===== src/rtl/score_bcd_converter_if.sv =====
// score_bcd_converter_if: start/score request and BCD result bundle for the score converter
interface score_bcd_converter_if #(
  parameter int BIN_WIDTH = 26,
  parameter int DIGITS    = 6
);
  logic                  start;
  logic [BIN_WIDTH-1:0]  bin;
  logic                  busy;
  logic                  done;
  logic                  overflow;
  logic [DIGITS*4-1:0]   bcd;
  modport master (output start, bin, input busy, done, overflow, bcd);
  modport slave  (input start, bin, output busy, done, overflow, bcd);
endinterface


===== src/rtl/score_bcd_converter.sv =====
// score_bcd_converter: double-dabble binary-to-BCD sequencer with saturation; SCORE_BCD_AUTO_CONVERT_EN enables conversion on score change
module score_bcd_converter #(
  parameter int BIN_WIDTH = 26,
  parameter int DIGITS    = 6,
  parameter int CNT_WIDTH = 5
) (
  input  logic                  clk,
  input  logic                  reset,
  score_bcd_converter_if.slave  bus
);
  localparam logic [63:0] LIMIT = 64'(10) ** DIGITS - 64'd1;
  typedef enum logic [1:0] {IDLE, SHIFT, FINISH} state_t;
  state_t                 state;
  logic [BIN_WIDTH-1:0]   shreg;
  logic [DIGITS*4-1:0]    work;
  logic [DIGITS*4-1:0]    adj;
  logic [CNT_WIDTH-1:0]   cnt;
  logic                   ovf_pending;
  logic                   busy;
  logic                   done;
  logic                   overflow;
  logic [DIGITS*4-1:0]    bcd;
  logic                   fire;
`ifdef SCORE_BCD_AUTO_CONVERT_EN
  logic [BIN_WIDTH-1:0]   last_bin;
  assign fire = bus.start || (bus.bin != last_bin);
  // remember the score last captured so a change can trigger the next conversion
  always_ff @(posedge clk)
    if (!reset)
      last_bin <= '0;
    else if (state == IDLE && fire)
      last_bin <= bus.bin;
`else
  assign fire = bus.start;
`endif
  // add-3 correction of every working digit that is 5 or more before the shift
  always_comb begin
    adj = '0;
    for (int i = 0; i < DIGITS; i++)
      adj[i*4 +: 4] = work[i*4 +: 4] >= 4'd5 ? work[i*4 +: 4] + 4'd3 : work[i*4 +: 4];
  end
  // conversion sequencer with registered outputs; result registers only change at FINISH
  always_ff @(posedge clk)
    if (!reset) begin
      state       <= IDLE;
      shreg       <= '0;
      work        <= '0;
      cnt         <= '0;
      ovf_pending <= 1'b0;
      busy        <= 1'b0;
      done        <= 1'b0;
      overflow    <= 1'b0;
      bcd         <= '0;
    end else begin
      done <= 1'b0;
      case (state)
        IDLE:
          if (fire) begin
            shreg       <= bus.bin;
            work        <= '0;
            ovf_pending <= 64'(bus.bin) > LIMIT;
            cnt         <= CNT_WIDTH'(BIN_WIDTH);
            busy        <= 1'b1;
            state       <= SHIFT;
          end
        SHIFT: begin
          {work, shreg} <= {adj[DIGITS*4-2:0], shreg, 1'b0};
          cnt           <= cnt - 1'b1;
          if (cnt == CNT_WIDTH'(1))
            state <= FINISH;
        end
        FINISH: begin
          bcd      <= ovf_pending ? {DIGITS{4'h9}} : work;
          overflow <= ovf_pending;
          done     <= 1'b1;
          busy     <= 1'b0;
          state    <= IDLE;
        end
        default: state <= IDLE;
      endcase
    end
  assign bus.busy     = busy;
  assign bus.done     = done;
  assign bus.overflow = overflow;
  assign bus.bcd      = bcd;
endmodule


===== src/flat_wrapper.sv =====
// flat-port wrapper written by rule: the top's interface ports become plain ports
module score_bcd_converter_flat 
#(
  parameter int BIN_WIDTH = 26,
  parameter int DIGITS    = 6,
  parameter int CNT_WIDTH = 5
)
  (clk, reset, bus_start, bus_bin, bus_busy, bus_done, bus_overflow, bus_bcd);
  score_bcd_converter_if #(.BIN_WIDTH(BIN_WIDTH), .DIGITS(DIGITS)) bus_i ();
  input  logic clk;
  input  logic reset;
  input wire logic [$bits(bus_i.start)-1:0] bus_start;
  input wire logic [$bits(bus_i.bin)-1:0] bus_bin;
  output wire logic [$bits(bus_i.busy)-1:0] bus_busy;
  output wire logic [$bits(bus_i.done)-1:0] bus_done;
  output wire logic [$bits(bus_i.overflow)-1:0] bus_overflow;
  output wire logic [$bits(bus_i.bcd)-1:0] bus_bcd;
  assign bus_i.start = bus_start;
  assign bus_i.bin = bus_bin;
  assign bus_busy = bus_i.busy;
  assign bus_done = bus_i.done;
  assign bus_overflow = bus_i.overflow;
  assign bus_bcd = bus_i.bcd;
  score_bcd_converter #(.BIN_WIDTH(BIN_WIDTH), .DIGITS(DIGITS), .CNT_WIDTH(CNT_WIDTH)) u_core (.clk(clk), .reset(reset), .bus(bus_i));
endmodule

===== config.mk =====
export PLATFORM = sky130hd
export DESIGN_NAME = score_bcd_converter_flat
export DESIGN_NICKNAME = d
export VERILOG_FILES = /design/src/rtl/score_bcd_converter_if.sv /design/src/rtl/score_bcd_converter.sv /design/src/flat_wrapper.sv
export SDC_FILE = /design/constraint.sdc
export NUM_CORES = 1
export LEC_CHECK = 0
export CORE_MARGIN = 2
export CORE_UTILIZATION = 55
export DETAILED_ROUTE_END_ITERATION = 8
export HOLD_SLACK_MARGIN = 0.12
export PLACE_DENSITY = 0.91
export SLEW_MARGIN = 10
export SYNTH_ARGS = -nofsm -noshare
export SYNTH_HDL_FRONTEND = slang
export SYNTH_SLANG_ARGS = --single-unit

===== constraint.sdc =====
create_clock -name clk -period 1.8 [get_ports clk]
set_input_delay 0.45 -clock clk [delete_from_list [all_inputs] [get_ports clk]]
set_output_delay 0.45 -clock clk [all_outputs]
set_load 0.1 [all_outputs]

==> out/results.ini, run 1 <==
[run_status]
status=complete, no violations

[yosys]
netlist-cell-type-count=49
synth_top_family_by_area=compound AO/OA/AOI/OAI gates
synthXorXnorAreaFrac_pct=1.067
synth_fp_nets=499
syn_avg_cell_area_um2=8.997
yosysSeqAreaShare_pct=41.48
synth-seq-cells=85
synthArstFlopShare_pct=0
yosys.area_share.simple_pct=20.80
synthAdderAreaFrac_pct=4.270
synthMuxAreaShare_pct=0.2440
synth_compound_area_share_pct=25.40
netlist_instances=456
synth_warnings=0
ys.flop_type=dfxtp_1
synth-edff-count=0
syn_area_mm2=0.004103

[die]
start_util_pct=56.56
die-area_mm2=0.008166
die_h_um=90.37
num_rows=31
die_w_um=90.37
coreArea_mm2=0.007253
ioPinCount=56

[cts]
cts_tree=yes
insertion_delay_ns=0.37
htreeDepth=3
ctsHoldBuffers=0
cts-root-buf=clkbuf_8
cts.clk_slew.worst_paths_ns=0.08
cts_sinks=85
max-clock-path-buffers=2
cts_buffers=9
cts-resized-gates=0
postCtsSetupBuffers=0

[power]
ir_worst_vdd_uv=627.0
powerDensity_mw_per_mm2=762.9
p_leak_nw=1.930
power_mw=4.057

[worst_hold_path]
hold_class=reg -> reg
worstHoldStart=u_core.shreg[25]$_SDFFE_PN0P_

[global_routing]
grt-ovfl-total=0
globalRouteTotalUtil_pct=25.50
grt_max_degree=39
grt_pass1_wl_um=17030
first_global_vias=3698
antenna_found_initial=0

[worst_setup_path]
crit_type=reg -> reg
cp.required_ns=2.10
rr_endpoint=u_core.bus.bcd[1]$_SDFFE_PN0P_
rr_worst_depth=5
crit_path_start=u_core.state[1]$_SDFFE_PN0P_
worstSetupStartpointType=flip-flop
cp_max_fo=28
worstSetupEndpoint=u_core.bus.bcd[1]$_SDFFE_PN0P_
cp-end-kind=flip-flop
timing.rr.start=u_core.state[1]$_SDFFE_PN0P_
crit_arrival_ns=1.95
r2r_slack_ns=0.15

[drt]
drcViolationCount=0
drt_iter0_drc=329
drt-pass1-iter-count=5
via_per_inst=6.115
vias=3761
wl_per_cell_um=16.71
wl_um=10280
antenna_left=0

[timing]
finalCritPeriodShare_pct=91.69
fin_ws_ns=0.1495
hold_viol=0
setup_tns_ns=0
fmax_mhz=605.9
clock-skew-final_ns=0.008965
min_period_ns=1.650
slew_headroom_pct=44.62
finalSetupViolCount=0
worst_pin_slew_ns=0.8277
rsz0062_at_grt=no
finalMaxSlewViolations=0

[placed_design]
place_ws_ns=-0.1954
dp_hpwl_um=7142
dp.cells=599
io_buffers=55
gp_congestion=0.8723

[job]
max_cap_violations=0

[finish]
nets=554
layout_common_cells=dfxtp_1 (85), nor2_1 (54), nand2_1 (53)
multi_input_area_mm2=0.002127
final_cell_count_no_fill=615
antennaDiodeCount=0
syn_to_final_growth_pct=29.61
layout_commonest_cell=dfxtp_1
fillers=484
regArea_mm2=0.001702
drive_gt1_share_pct=19.57

-- layout make-up --
type / instances / area share [%]
Multi-Input combinational cell: 315 / 40.00
Clock inverter: 5 / 1.247
Sequential cell: 85 / 32.00
Clock buffer: 11 / 2.659
Tap cell: 99 / 2.329
Inverter: 17 / 1.200
Timing Repair Buffer: 83 / 20.56
-- flip-flops by register name, indices dropped and copies added, names as in the netlist --
signal	flops
u_core.state	2
u_core.bus.done	1
u_core.ovf_pending	1
u_core.cnt	5
u_core.bus.bcd	24
u_core.bus.overflow	1
u_core.bus.busy	1
u_core.shreg	26
u_core.work	24
-- critical path: stages (launching register included) --
cell     delay (ns)
dfxtp_1        0.41
nor2b_2        0.21
buf_4          0.30
nor3b_2        0.33
buf_4          0.20
a22o_1         0.13
-- worst min path at each step --
| stage | endpoint | slack, ns | depth (start not counted) |
|---|---|---|---|
| after floorplan | u_core.work[0]$_SDFFE_PN0P_ | 0.43 | 2 |
| after global placement | u_core.work[0]$_SDFFE_PN0P_ | 0.44 | 2 |
| after detailed placement | u_core.work[0]$_SDFFE_PN0P_ | 0.45 | 2 |
| after CTS | u_core.work[0]$_SDFFE_PN0P_ | 0.46 | 2 |
| after global routing | u_core.work[0]$_SDFFE_PN0P_ | 0.49 | 2 |
| final | u_core.work[0]$_SDFFE_PN0P_ | 0.46 | 2 |
-- logic make-up after synthesis --
group,Yosys count
AOI/OAI and AO/OA,118
DFF,85
xor gates and xnor gates,5
adders and majority gates,14
and+or+nand+nor,177
muxes,1
buffers and inverters,56
-- through the flow --
step | cell area (um^2) | hold slack (ns) | utilization (%)
6_report | 5318 | 0.4593 | 73.31
5_1_grt | 5318 | 0.4878 | 73.31
4_1_cts | 5318 | 0.4596 | 73.31
3_5_place_dp | 5110 | 0.4468 | 70.45
3_3_place_gp | 5110 | 0.4396 | 70.45
2_1_floorplan | 4103 | 0.4322 | -
-- per-layer routing --
layer | GRT usage (%) | share of wire (%)
met1 | 27.09 | 38
met2 | 45.99 | 52
met3 | 7.429 | 6.2
met4 | 12.56 | 3.8
met5 | 0 | 0
-- Yosys cell counts (all sizes together) (2+ instances only) --
master | count | share of area [%]
nor3b | 2 | 0.76
xor2 | 5 | 1.1
o31ai | 5 | 0.92
o21ai | 12 | 1.5
o211ai | 12 | 2.2
clkbuf | 9 | 0.82
a211oi | 14 | 2.6
nor3 | 7 | 0.85
a22o | 12 | 2.6
buf | 30 | 4.4
inv | 17 | 1.6
nor4b | 6 | 1.3
or2 | 7 | 1.1
a21oi | 16 | 2.0
dfxtp | 85 | 41
and4 | 2 | 0.43
a2111o | 12 | 3.3
nand2b | 7 | 1.1
ha | 14 | 4.3
a311oi | 26 | 8.6
nand3 | 29 | 3.5
and3 | 2 | 0.30
nor2 | 54 | 4.9
nand2 | 53 | 4.8
-- report_power, final --
group / total (mW) / internal, mW / switching (mW) / leakage, nW
logic: 0.625 / 0.273 / 0.352 / 1.13
clock network: 1.42 / 0.699 / 0.717 / 0.102
registers: 2.02 / 1.96 / 0.0552 / 0.693
Note: power is estimated with default switching activity, not from simulation.
==> inputs of run 2 (changes only) <==
PLACE_DENSITY = 0.82   (was 0.91)
==> run 2 against run 1 <==
Non-clock buffer count up 2. Final area up 0.19%. Routed wire length down 6.3%. Die area unchanged. Total power up 1.2%. Clock skew up 0.0027 ns. Final cell count up 0.33%. Global-route usage down 1.8 points. Sequential share of layout area down 0.060 points.
==> out/results.ini, run 2 (synthesis results as in run 1) <==
[run_status]
status=complete, no violations

[timing]
fmax_mhz=646.0  ; +6.6%
finalMaxSlewViolations=0  ; unchanged
rsz0062_at_grt=no
finalCritPeriodShare_pct=86.00  ; -5.7 points
slew_headroom_pct=76.67  ; +32 points
min_period_ns=1.548  ; -0.1025 ns
hold_viol=0  ; unchanged
clock-skew-final_ns=0.01165  ; +0.002683 ns
finalSetupViolCount=0  ; unchanged
whs_ns=0.4677  ; +0.008306 ns
worst_pin_slew_ns=0.3494  ; -0.4783 ns

[finish]
reg_top3=u_core.shreg: 26 flops, u_core.bus.bcd: 24 flops, u_core.work: 24 flops
nets=556  ; +0.36%
antennaDiodeCount=0  ; unchanged
fin_util_pct=73.45  ; +0.14 points
syn_to_final_growth_pct=29.86
largest_register_ffs=26  ; unchanged
top_register=u_core.shreg
layout_commonest_cell=dfxtp_1
final_cell_count_no_fill=617  ; +0.33%
drive_gt1_share_pct=19.88  ; +0.31 points
layout_common_cells=dfxtp_1 (85), nor2_1 (54), nand2_1 (53)

[worst_hold_path]
hold_class=reg -> reg

[cts]
cts-resized-gates=0  ; unchanged
postCtsSetupBuffers=0  ; unchanged
cts_sinks=85  ; unchanged
cts_buffers=9  ; unchanged
cts-root-buf=clkbuf_8
cts.clk_slew.worst_paths_ns=0.09  ; about the same
max-clock-path-buffers=2  ; unchanged
insertion_delay_ns=0.35  ; -0.02 ns
cts_tree=yes
htreeDepth=3  ; unchanged
ctsHoldBuffers=0  ; unchanged

[global_routing]
grt_max_degree=32  ; -18%
first_global_vias=3399  ; -8.1%
antenna_found_initial=0  ; unchanged
grt-ovfl-total=0  ; unchanged
grt_pass1_wl_um=15880  ; -6.7%
globalRouteTotalUtil_pct=23.70  ; -1.8 points

[power]
p_leak_nw=1.941  ; +0.58%
ir_worst_vdd_uv=415.2  ; -34%
powerDensity_mw_per_mm2=770.6  ; +1.0%

[worst_setup_path]
cp_max_fo=31  ; +11%
crit_arrival_ns=1.84  ; -0.11 ns
crit_type=reg -> reg
cp.required_ns=2.09  ; about the same
cp-end-kind=flip-flop
worstSetupStartpointType=flip-flop

[drt]
wl_per_cell_um=15.61  ; -6.6%
drt-pass1-iter-count=5  ; unchanged
via_per_inst=5.865  ; -4.1%
drt_iter0_drc=193  ; -41%
vias=3619  ; -3.8%
drcViolationCount=0  ; unchanged
wl_um=9633  ; -6.3%
antenna_left=0  ; unchanged

[job]
max_cap_violations=0  ; unchanged

[die]
coreArea_mm2=0.007253  ; unchanged
ioPinCount=56  ; unchanged
die_h_um=90.37  ; unchanged
start_util_pct=56.56  ; unchanged
die-area_mm2=0.008166  ; unchanged
die_w_um=90.37  ; unchanged
num_rows=31  ; unchanged

[placed_design]
io_buffers=55  ; unchanged
gp_congestion=0.8506  ; -2.5%
dp_hpwl_um=6736  ; -5.7%
dp.cells=601  ; +0.33%

run 2: stage by stage:
step / total power [mW] / cell area [um^2] / TNS, ns / setup slack, ns
finish: 4.105 / 5328 / 0 / 0.2520
global route: 4.269 / 5328 / 0 / 0.1749
CTS: 4.114 / 5328 / 0 / 0.2651
detailed placement: 2.669 / 5112 / -1.681 / -0.08069
global placement: 2.649 / 5112 / -0.5447 / -0.04684
floorplan: 2.444 / 4103 / 0 / 0.4251
run 2: path summary, 6_finish.rpt:
kind | startpoint | to | slack, ns | cells past startpoint
hold reg to reg | u_core.shreg[25]$_SDFFE_PN0P_ | u_core.work[0]$_SDFFE_PN0P_ | 0.47 | 2
hold / removal | u_core.shreg[25]$_SDFFE_PN0P_ | u_core.work[0]$_SDFFE_PN0P_ | 0.47 | 2
setup reg to reg | u_core.state[1]$_SDFFE_PN0P_ | u_core.work[0]$_SDFFE_PN0P_ | 0.25 | 4
setup / recovery | u_core.state[1]$_SDFFE_PN0P_ | u_core.work[0]$_SDFFE_PN0P_ | 0.25 | 4
run 2: layout make-up:
| class | instances | area (um^2) |
|---|---|---|
| timing repair buffer | 85 | 1096 |
| inverter | 17 | 63.81 |
| clock inverter | 6 | 87.58 |
| clock buffer | 10 | 127.6 |
| tap | 99 | 123.9 |
| sequential | 85 | 1702 |
| multi-input combinational | 315 | 2127 |
| fill | 498 | 1926 |
run 2: layer usage:
metal,up-vias,global-route usage [%],wire length (um)
met3,16,4.674,352
li1,1762,-,-
met2,88,41.98,4964
met5,-,0,0
met4,0,9.744,187
met1,1753,28.03,4129
run 2: worst max-delay path: stages, from the launching register on:
cell and delay, ns:
dfxtp_1 0.54, and2b_1 0.28, buf_12 0.18, or3_1 0.35, a21oi_1 0.14
run 2: power by group:
group          internal (mW)  total (mW)  switching (mW)
Clock                  0.783        1.47           0.689
Combinational          0.274       0.617           0.343
Sequential              1.96        2.02          0.0567
Total                   3.02        4.11            1.09
